### config.mk
export PLATFORM = sky130hd
export DESIGN_NAME = bcd_countdown_timer
export DESIGN_NICKNAME = d
export VERILOG_FILES = /design/src/rtl/bcd_countdown_timer_pkg.sv /design/src/rtl/bcd_countdown_timer_tick_prescaler.sv /design/src/rtl/bcd_countdown_timer.sv
export SDC_FILE = /design/constraint.sdc
export NUM_CORES = 1
export LEC_CHECK = 0
export ABC_AREA = 0
export BUFFER_PORTS_ARGS = -buffer_cell sky130_fd_sc_hd__buf_4
export CAP_MARGIN = 20
export CORE_MARGIN = 4
export CORE_UTILIZATION = 55
export CTS_CLUSTER_SIZE = 10
export DETAILED_ROUTE_END_ITERATION = 8
export GPL_TIMING_DRIVEN = 0
export PLACE_DENSITY = 0.75
export SETUP_SLACK_MARGIN = 0.3
export SYNTH_ARGS = -nofsm -noshare
export SYNTH_HDL_FRONTEND = slang
export SYNTH_SLANG_ARGS = --single-unit
### constraint.sdc
create_clock -name clk -period 2.81 [get_ports clk]
set_input_delay 0.281 -clock clk [delete_from_list [all_inputs] [get_ports clk]]
set_output_delay 0.281 -clock clk [all_outputs]
set_load 0.05 [all_outputs]
### src/rtl/bcd_countdown_timer_pkg.sv
// Shared select codes, digit limits and digit type for the BCD countdown timer.
package timer_pkg;

  localparam logic [1:0] SEL_SEGS0 = 2'd0;
  localparam logic [1:0] SEL_SEGS1 = 2'd1;
  localparam logic [1:0] SEL_MINS0 = 2'd2;
  localparam logic [1:0] SEL_MINS1 = 2'd3;

  localparam logic [3:0] DIG_MAX_9 = 4'd9;
  localparam logic [3:0] DIG_MAX_5 = 4'd5;

  typedef logic [3:0] bcd_digit_t;

endpackage

### src/rtl/bcd_countdown_timer_tick_prescaler.sv
// Modulo-DIV cycle counter; tick is high during the last count while enabled.
// Dropping en clears the count so the next period is a full DIV cycles.
module tick_prescaler #(
  parameter int unsigned DIV = 2
) (
  input  logic clk,
  input  logic reset,
  input  logic en,
  output logic tick
);

  localparam int unsigned CW = (DIV > 1) ? $clog2(DIV) : 1;
  localparam logic [CW-1:0] LAST = CW'(DIV - 1);

  logic [CW-1:0] cnt_q;
  logic [CW-1:0] cnt_d;

  assign tick = en & (cnt_q == LAST);

  // next count: cleared when idle or on wrap
  always_comb begin
    cnt_d = cnt_q;
    if (!en) begin
      cnt_d = '0;
    end else if (tick) begin
      cnt_d = '0;
    end else begin
      cnt_d = cnt_q + CW'(1);
    end
  end

  // count register
  always_ff @(posedge clk) begin
    if (reset) begin
      cnt_q <= '0;
    end else begin
      cnt_q <= cnt_d;
    end
  end

endmodule

### src/rtl/bcd_countdown_timer.sv
// MM:SS BCD countdown datapath: button edits while idle, 1 s decrement while running.
// Optional digit-blink strobe is built only when TIMER_BLINK_EN is defined.
module bcd_countdown_timer
  import timer_pkg::*;
#(
  parameter int unsigned TICK_DIV  = 25_000_000,
  parameter int unsigned BLINK_DIV = 6_250_000
) (
  input  logic       clk,
  input  logic       reset,
  input  logic       i_run,
  input  logic [1:0] i_choose,
  input  logic       i_B_U,
  input  logic       i_B_D,
  output logic [3:0] o_mins1,
  output logic [3:0] o_mins0,
  output logic [3:0] o_segs1,
  output logic [3:0] o_segs0,
  output logic       o_zero,
  output logic       o_tick,
  output logic       o_blink
);

  if (TICK_DIV < 2 || BLINK_DIV < 1) begin : g_param_check
    $error("bcd_countdown_timer: TICK_DIV must be >= 2 and BLINK_DIV >= 1");
  end

  function automatic bcd_digit_t dig_inc(input bcd_digit_t d, input bcd_digit_t max);
    return (d >= max) ? 4'd0 : d + 4'd1;
  endfunction

  function automatic bcd_digit_t dig_dec(input bcd_digit_t d, input bcd_digit_t max);
    return (d == 4'd0) ? max : d - 4'd1;
  endfunction

  bcd_digit_t segs0_q, segs0_d;
  bcd_digit_t segs1_q, segs1_d;
  bcd_digit_t mins0_q, mins0_d;
  bcd_digit_t mins1_q, mins1_d;
  logic       u_prev_q, d_prev_q;
  logic       tick_q;
  logic       u_edge, d_edge, edit_any;
  logic       sec_tick;
  logic       zero_s;

  assign u_edge   = i_B_U & ~u_prev_q;
  assign d_edge   = i_B_D & ~d_prev_q;
  assign edit_any = (u_edge | d_edge) & ~i_run;
  assign zero_s   = (segs0_q == 4'd0) && (segs1_q == 4'd0) &&
                    (mins0_q == 4'd0) && (mins1_q == 4'd0);

  tick_prescaler #(.DIV(TICK_DIV)) u_sec_prescaler (
    .clk  (clk),
    .reset(reset),
    .en   (i_run),
    .tick (sec_tick)
  );

  // digit next-state: borrow-chain decrement when running, single-digit wrap edit when idle
  always_comb begin
    segs0_d = segs0_q;
    segs1_d = segs1_q;
    mins0_d = mins0_q;
    mins1_d = mins1_q;
    if (i_run) begin
      if (sec_tick && !zero_s) begin
        segs0_d = dig_dec(segs0_q, DIG_MAX_9);
        if (segs0_q == 4'd0) begin
          segs1_d = dig_dec(segs1_q, DIG_MAX_5);
          if (segs1_q == 4'd0) begin
            mins0_d = dig_dec(mins0_q, DIG_MAX_9);
            if (mins0_q == 4'd0) begin
              mins1_d = dig_dec(mins1_q, DIG_MAX_9);
            end else begin
              mins1_d = mins1_q;
            end
          end else begin
            mins0_d = mins0_q;
          end
        end else begin
          segs1_d = segs1_q;
        end
      end else begin
        segs0_d = segs0_q;
      end
    end else if (u_edge ^ d_edge) begin
      case (i_choose)
        SEL_SEGS0: segs0_d = u_edge ? dig_inc(segs0_q, DIG_MAX_9) : dig_dec(segs0_q, DIG_MAX_9);
        SEL_SEGS1: segs1_d = u_edge ? dig_inc(segs1_q, DIG_MAX_5) : dig_dec(segs1_q, DIG_MAX_5);
        SEL_MINS0: mins0_d = u_edge ? dig_inc(mins0_q, DIG_MAX_9) : dig_dec(mins0_q, DIG_MAX_9);
        SEL_MINS1: mins1_d = u_edge ? dig_inc(mins1_q, DIG_MAX_9) : dig_dec(mins1_q, DIG_MAX_9);
        default:   segs0_d = segs0_q;
      endcase
    end else begin
      segs0_d = segs0_q;
    end
  end

  // digit, edge-detect and tick registers
  always_ff @(posedge clk) begin
    if (reset) begin
      segs0_q  <= 4'd0;
      segs1_q  <= 4'd0;
      mins0_q  <= 4'd0;
      mins1_q  <= 4'd0;
      u_prev_q <= 1'b0;
      d_prev_q <= 1'b0;
      tick_q   <= 1'b0;
    end else begin
      segs0_q  <= segs0_d;
      segs1_q  <= segs1_d;
      mins0_q  <= mins0_d;
      mins1_q  <= mins1_d;
      u_prev_q <= i_B_U;
      d_prev_q <= i_B_D;
      tick_q   <= sec_tick;
    end
  end

`ifdef TIMER_BLINK_EN
  logic blink_q, blink_d;
  logic blink_en, blink_tick;

  // running or editing keeps the selected digit visible and restarts the blink phase
  assign blink_en = ~i_run & ~edit_any;

  tick_prescaler #(.DIV(BLINK_DIV)) u_blink_prescaler (
    .clk  (clk),
    .reset(reset),
    .en   (blink_en),
    .tick (blink_tick)
  );

  // blink toggle next-state
  always_comb begin
    if (!blink_en) begin
      blink_d = 1'b0;
    end else begin
      blink_d = blink_q ^ blink_tick;
    end
  end

  // blink register
  always_ff @(posedge clk) begin
    if (reset) begin
      blink_q <= 1'b0;
    end else begin
      blink_q <= blink_d;
    end
  end

  assign o_blink = blink_q;
`else
  assign o_blink = 1'b0;
`endif

  assign o_segs0 = segs0_q;
  assign o_segs1 = segs1_q;
  assign o_mins0 = mins0_q;
  assign o_mins1 = mins1_q;
  assign o_zero  = zero_s;
  assign o_tick  = tick_q;

endmodule
# After elaboration in Yosys (flattened, before gate mapping)
# Index checks and enable logic that the tools add are counted.
[word_totals]
input_bits = 7
output_inout_bits = 19
ff_bits = 44
[op_classes]
reduce_logical = 20
eq_ne = 8
bitwise = 7
order_cmp = 4
n_mux = 34
n_addsub = 9
[op_table]
columns = ["op", "n"]
rows = [
  ["4-bit two-way mux", 34],
  ["25-bit by 1-bit adder with 25-bit output, second input constant", 1],
  ["25-bit equality test, second input constant", 1],
  ["4-bit by 1-bit adder with 4-bit output, second input constant", 4],
  ["4-bit logical NOT", 4],
  ["4-bit by 1-bit subtractor with 4-bit output, second input constant", 4],
  ["4-bit >= comparator, second input constant", 3],
  ["2-bit nonzero test", 5],
  ["2-bit by 1-bit != test with 1-bit output, second input constant", 4],
  ["6-bit AND reduction", 1],
  ["5-bit AND reduction", 1],
  ["2-bit equality test, second input constant", 2],
  ["4-bit by 3-bit >= comparator with 1-bit output, second input constant", 1],
  ["1-bit logical AND", 4],
  ["4-bit AND reduction", 1],
  ["1-bit bitwise AND", 3],
  ["1-bit inverter", 3],
  ["3-bit AND reduction", 1],
  ["3-bit OR reduction", 1],
  ["2-bit by 1-bit equality test with 1-bit output, second input constant", 1],
  ["2-bit logical NOT", 1],
  ["1-bit logical NOT", 1],
  ["1-bit bitwise XOR", 1],
]

# Longest topological paths before layout
[depth]
ltp_word = 8
mapped_depth = 7

# Cells and area by module
# Synthesis repeated with hierarchy kept, for this count alone.
[unflattened]
cells_unflattened = 330
hier_area_um2 = 2896.5
[by_module_without_submodules]
columns = ["module", "area_each_um2", "cells_each", "n_inst"]
rows = [
  ["bcd_countdown_timer", 1697.9, 195, 1],
  ["tick_prescaler", 1198.6, 135, 1],
]

# Least setup slack after synthesis
# Ideal clock, no wire load.
[synth_timing]
path_kind = "reg-to-reg"
from = "register mins1_q[0], in the netlist o_mins1[0]"
to = "register segs0_q[0], in the netlist o_segs0[0]"
required_time_ps = 2693
path_buffers = 0
setup_ps = 117
stages_incl_launch_ff = 8
path_slack_ps = 18
arrival_time_ps = 2675
cell_sequence = "dfxtp_1 -> inv_1 -> ha_1 -> or3b_4 -> nor4_4 -> nor3_4 -> o21a_1 -> a22o_1"
[synth_between]
elab_chain_len = 6
[synth_lines]
columns = ["item", "line", "text"]
rows = [
  ["from (decl)", "bcd_countdown_timer.sv:39", "bcd_digit_t mins1_q, mins1_d;"],
  ["from (signal assigned)", "bcd_countdown_timer.sv:113", "mins1_q <= mins1_d;"],
  ["4-bit logical NOT", "bcd_countdown_timer.sv:50", "(mins0_q == 4'd0) && (mins1_q == 4'd0);"],
  ["1-bit logical AND", "bcd_countdown_timer.sv:50", ""],
  ["named net o_zero", "bcd_countdown_timer.sv:19", "output logic o_zero,"],
  ["1-bit logical NOT", "bcd_countdown_timer.sv:66", "if (sec_tick && !zero_s) begin"],
  ["1-bit logical AND", "bcd_countdown_timer.sv:66", ""],
  ["2-bit by 1-bit != test with 1-bit output (no line)", "n/a", ""],
  ["3-bit AND reduction (no line)", "n/a", ""],
  ["to (signal assigned)", "bcd_countdown_timer.sv:110", "segs0_q <= segs0_d;"],
  ["to (decl)", "bcd_countdown_timer.sv:36", "bcd_digit_t segs0_q, segs0_d;"],
]
# The timed path passes the listed nets, and every way through them passes these cells.
# A chain may end at the register's enable or synchronous reset.

# Worst setup path after layout
[layout_timing]
from = "register segs0_q[1], in the netlist o_segs0[1]"
to = "output port o_zero"
[layout_between]
elab_chain_len = 4
[layout_lines]
columns = ["item", "line", "text"]
rows = [
  ["4-bit logical NOT", "bcd_countdown_timer.sv:49", "assign zero_s = (segs0_q == 4'd0) && (segs1_q == 4'd0) &&"],
  ["1-bit logical AND (2 in series)", "bcd_countdown_timer.sv:49", ""],
  ["1-bit logical AND", "bcd_countdown_timer.sv:50", ""],
  ["to (decl)", "bcd_countdown_timer.sv:19", ""],
]
# No other way between the ends.

==> impl_metrics.ini <==
[synth]
synth-seq-area-share_pct = 30.93
synthTopCellsByCount = nor2_1, dfxtp_1, inv_1, nor3_1, xnor2_1
synth_top_area_share_pct = 30.93
post_synth_main_area_contributors = dfxtp_1, ha_1, nor2_1
synthCells = 335
synth_nets = 359
ys_types = 67
synth_flop_cell = dfxtp_1
synthesis.area_mm2 = 0.002848
ys_ff_latch = 44
synth-edff-count = 0
synth_area_leader_cell = dfxtp_1
yosys_warnings = 0
synth.most_common_cell = nor2_1
async_flop_share_pct = 0
avgSynthCellArea_um2 = 8.501

[sta]
finalHoldViolCount = 0
rsz0062_at_grt = false
timing.final.ws_setup_ns = 0.4400
fin_skew_ns = 0.01161
setup_viol = 0
slew_violations = 0
period_share_pct = 84.34
slew_headroom_pct = 52.11
fmax_ghz = 0.4219
min_period_ns = 2.370
tns_ns = 0
tightest_slew_ns = 0.7183

[finish]
drive_gt1_share_pct = 21.80
diodes = 0
fin_area_mm2 = 0.003257
final_nets = 390
area_delta_synth_final_pct = 14.37
fin_util_pct = 66.74

[floorplanning]
dieArea_mm2 = 0.006393
rows = 25
coreArea_mm2 = 0.004880
boundaryPins = 26
start_util_pct = 58.36
dieWidth_um = 79.96
dieHeight_um = 79.96

[clock_network]
clk_path_buf_depth = 2
hold_buffers = 0
cts_tree = done
clk_latency_ns = 0.30
htreeDepth = 2
cts_resized = 0
postCtsSetupRepairBufs = 0
ctsRootBufferMaster = clkbuf_8
cts_inserted_buffers = 5
clock-sinks = 44
clkTransAtPathRegs_ns = 0.09

[global_routing]
grt_first_pass_wirelength_um = 11050
use_met3_pct = 4.402
grt_max_degree = 15
use_met1_pct = 31.38
antenna_found_initial = 0
first_global_vias = 2324
grt_usage_pct = 21.34
busiest_layer = met1
grtUsageMet2_pct = 31.21
grt_overflow = 0

[route]
drt-pass1-iter-count = 4
finalWirelength_um = 6419
drt-initial-drc-count = 196
avgViaCountPerCell = 5.908
via_count = 2564
drcViolationCount = 0
detail-route-antenna-nets = 0
avgRoutedWirePerCell_um = 14.79

[critical_path]
crit_chain = inv_2 -> ha_1 -> or3b_4 -> nor4_4 -> buf_4
crit_arrival_ns = 2.09
reg2reg_slack_ns = 0.51
r2r_start = o_segs0[1]
worst_setup_path_start_kind = flip-flop
criticalPathCategory = reg -> out
rr_endpoint = o_mins0[2]
critPathMaxFanout = 5
cp.required_ns = 2.53
cpPeakStageDelay_ns = 0.43
ff2ff_path_depth = 7
end_kind = output port
crit_slowest_cell = nor4_4

[place]
place_congestion = 0.8873
dp_hpwl_um = 4727
dpl_cell_area_mm2 = 0.003162
numPortBuffers = 24
pre_cts_ws_ns = 0.5969

[power_and_ir_drop]
power_density_mw_per_mm2 = 466.0
ir_drop_v = 0.0002888
power_switching_share_pct = 34.36
p_leak_nw = 1.190
pwr-share-clk_pct = 28.7
p_sw_w = 0.0005215
pwr-share-comb_pct = 27.3
p_seq_share_pct = 44.0
p_int_w = 0.0009962

[status]
status = completed

[flow_run]
drv_cap = 0

[worst_hold_path]
hold_class = in -> reg
min_to = d_prev_q
min_path_cells = 2
min_from = i_B_D
worst max-delay path by stage:
| stage | from | endpoint |
|---|---|---|
| after floorplan | o_mins0[1] | o_mins0[0] |
| after global placement | o_segs0[1] | o_mins0[2] |
| after detailed placement | o_mins1[0] | o_mins1[2] |
| after CTS | o_segs0[1] | o_zero |
| after global routing | o_segs0[1] | o_zero |
| final | o_segs0[1] | o_zero |
layout make-up:
type / count / area (um2)
multi-input combinational: 259 / 1861
timing repair buffer: 24 / 180.2
tap: 67 / 83.83
clock inverter: 2 / 12.51
inverter: 21 / 81.33
fill: 407 / 1623
sequential: 44 / 905.9
buffer: 11 / 50.05
clock buffer: 6 / 82.58
per-stage QoR:
step	hold WS [ns]	cells	total power (W)
6_report	0.1983	434	0.001518
3_5_place_dp	0.4501	426	0.001093
5_1_grt	0.2078	434	0.001593
2_1_floorplan	0.4092	335	0.0009924
4_1_cts	0.2002	434	0.001521
3_3_place_gp	0.4386	426	0.001085
layer usage:
metal	wire length [um]	up-vias
met5	0	-
met4	103	0
met3	481	10
met2	2798	89
met1	3036	1197
li1	-	1268
power by group through the flow:
stage                     Sequential [W]  Combinational (W)  Clock (W)
after global placement          0.000681           0.000404          0
after detailed placement        0.000683           0.000410          0
after global routing            0.000672           0.000449   0.000472
after floorplan                 0.000723           0.000269          0
after CTS                       0.000668           0.000412   0.000441
final                           0.000668           0.000415   0.000435
registers in the layout (all words and copies together), names as in the netlist:
signal / cells
d_prev_q: 1
o_mins0: 4
o_mins1: 4
o_segs0: 4
o_segs1: 4
o_tick: 1
u_prev_q: 1
u_sec_prescaler.cnt_q: 25
worst max-delay path, delay by kind of cell, from the launching register on:
| kind | cells | cell delay (ns) |
|---|---|---|
| adders and majority gates | 1 | 0.19 |
| DFF | 1 | 0.37 |
| and+or+nand+nor | 2 | 0.85 |
| buffers and inverters | 2 | 0.36 |
logic make-up (layout without fill, tap and decap cells):
logic type / count (synthesis) / in the layout / share of synthesized area (%)
adders and majority gates: 17 / 17 / 7.469
buffers and inverters: 32 / 64 / 4.526
other: 1 / 1 / 0.1317
DFF: 44 / 44 / 30.93
and+or+nand+nor: 143 / 143 / 28.95
muxes: 5 / 5 / 1.758
xor gates and xnor gates: 24 / 24 / 7.381
AOI/OAI and AO/OA: 69 / 69 / 18.85
placed cells by master, fill, tap and decap left out, types with 3 or more instances in the layout:
cell | netlist | layout
buf_2 | 4 | 4
nand3_1 | 11 | 11
o21ai_1 | 4 | 4
a221oi_2 | 4 | 4
nand2_1 | 14 | 14
inv_4 | 0 | 3
dfxtp_4 | 0 | 6
o211ai_1 | 4 | 4
or3b_4 | 1 | 4
ha_1 | 17 | 15
a311oi_2 | 3 | 3
nand2b_1 | 8 | 8
buf_4 | 1 | 25
a21oi_1 | 11 | 11
nor2b_1 | 5 | 5
xor2_1 | 6 | 6
a211oi_1 | 4 | 4
clkbuf_8 | 0 | 6
dfxtp_1 | 44 | 36
and4_1 | 4 | 4
nor4_1 | 3 | 3
mux2i_1 | 5 | 5
nand4_1 | 4 | 4
o22ai_1 | 3 | 3
nor3b_1 | 3 | 3
clkbuf_1 | 6 | 6
inv_1 | 21 | 16
xnor2_1 | 18 | 18
nor2_1 | 45 | 45
o21ai_0 | 8 | 8
nor3_1 | 18 | 18
a31oi_1 | 6 | 6
inv_2 | 0 | 4
No activity file was read; power rests on OpenSTA's default activity.
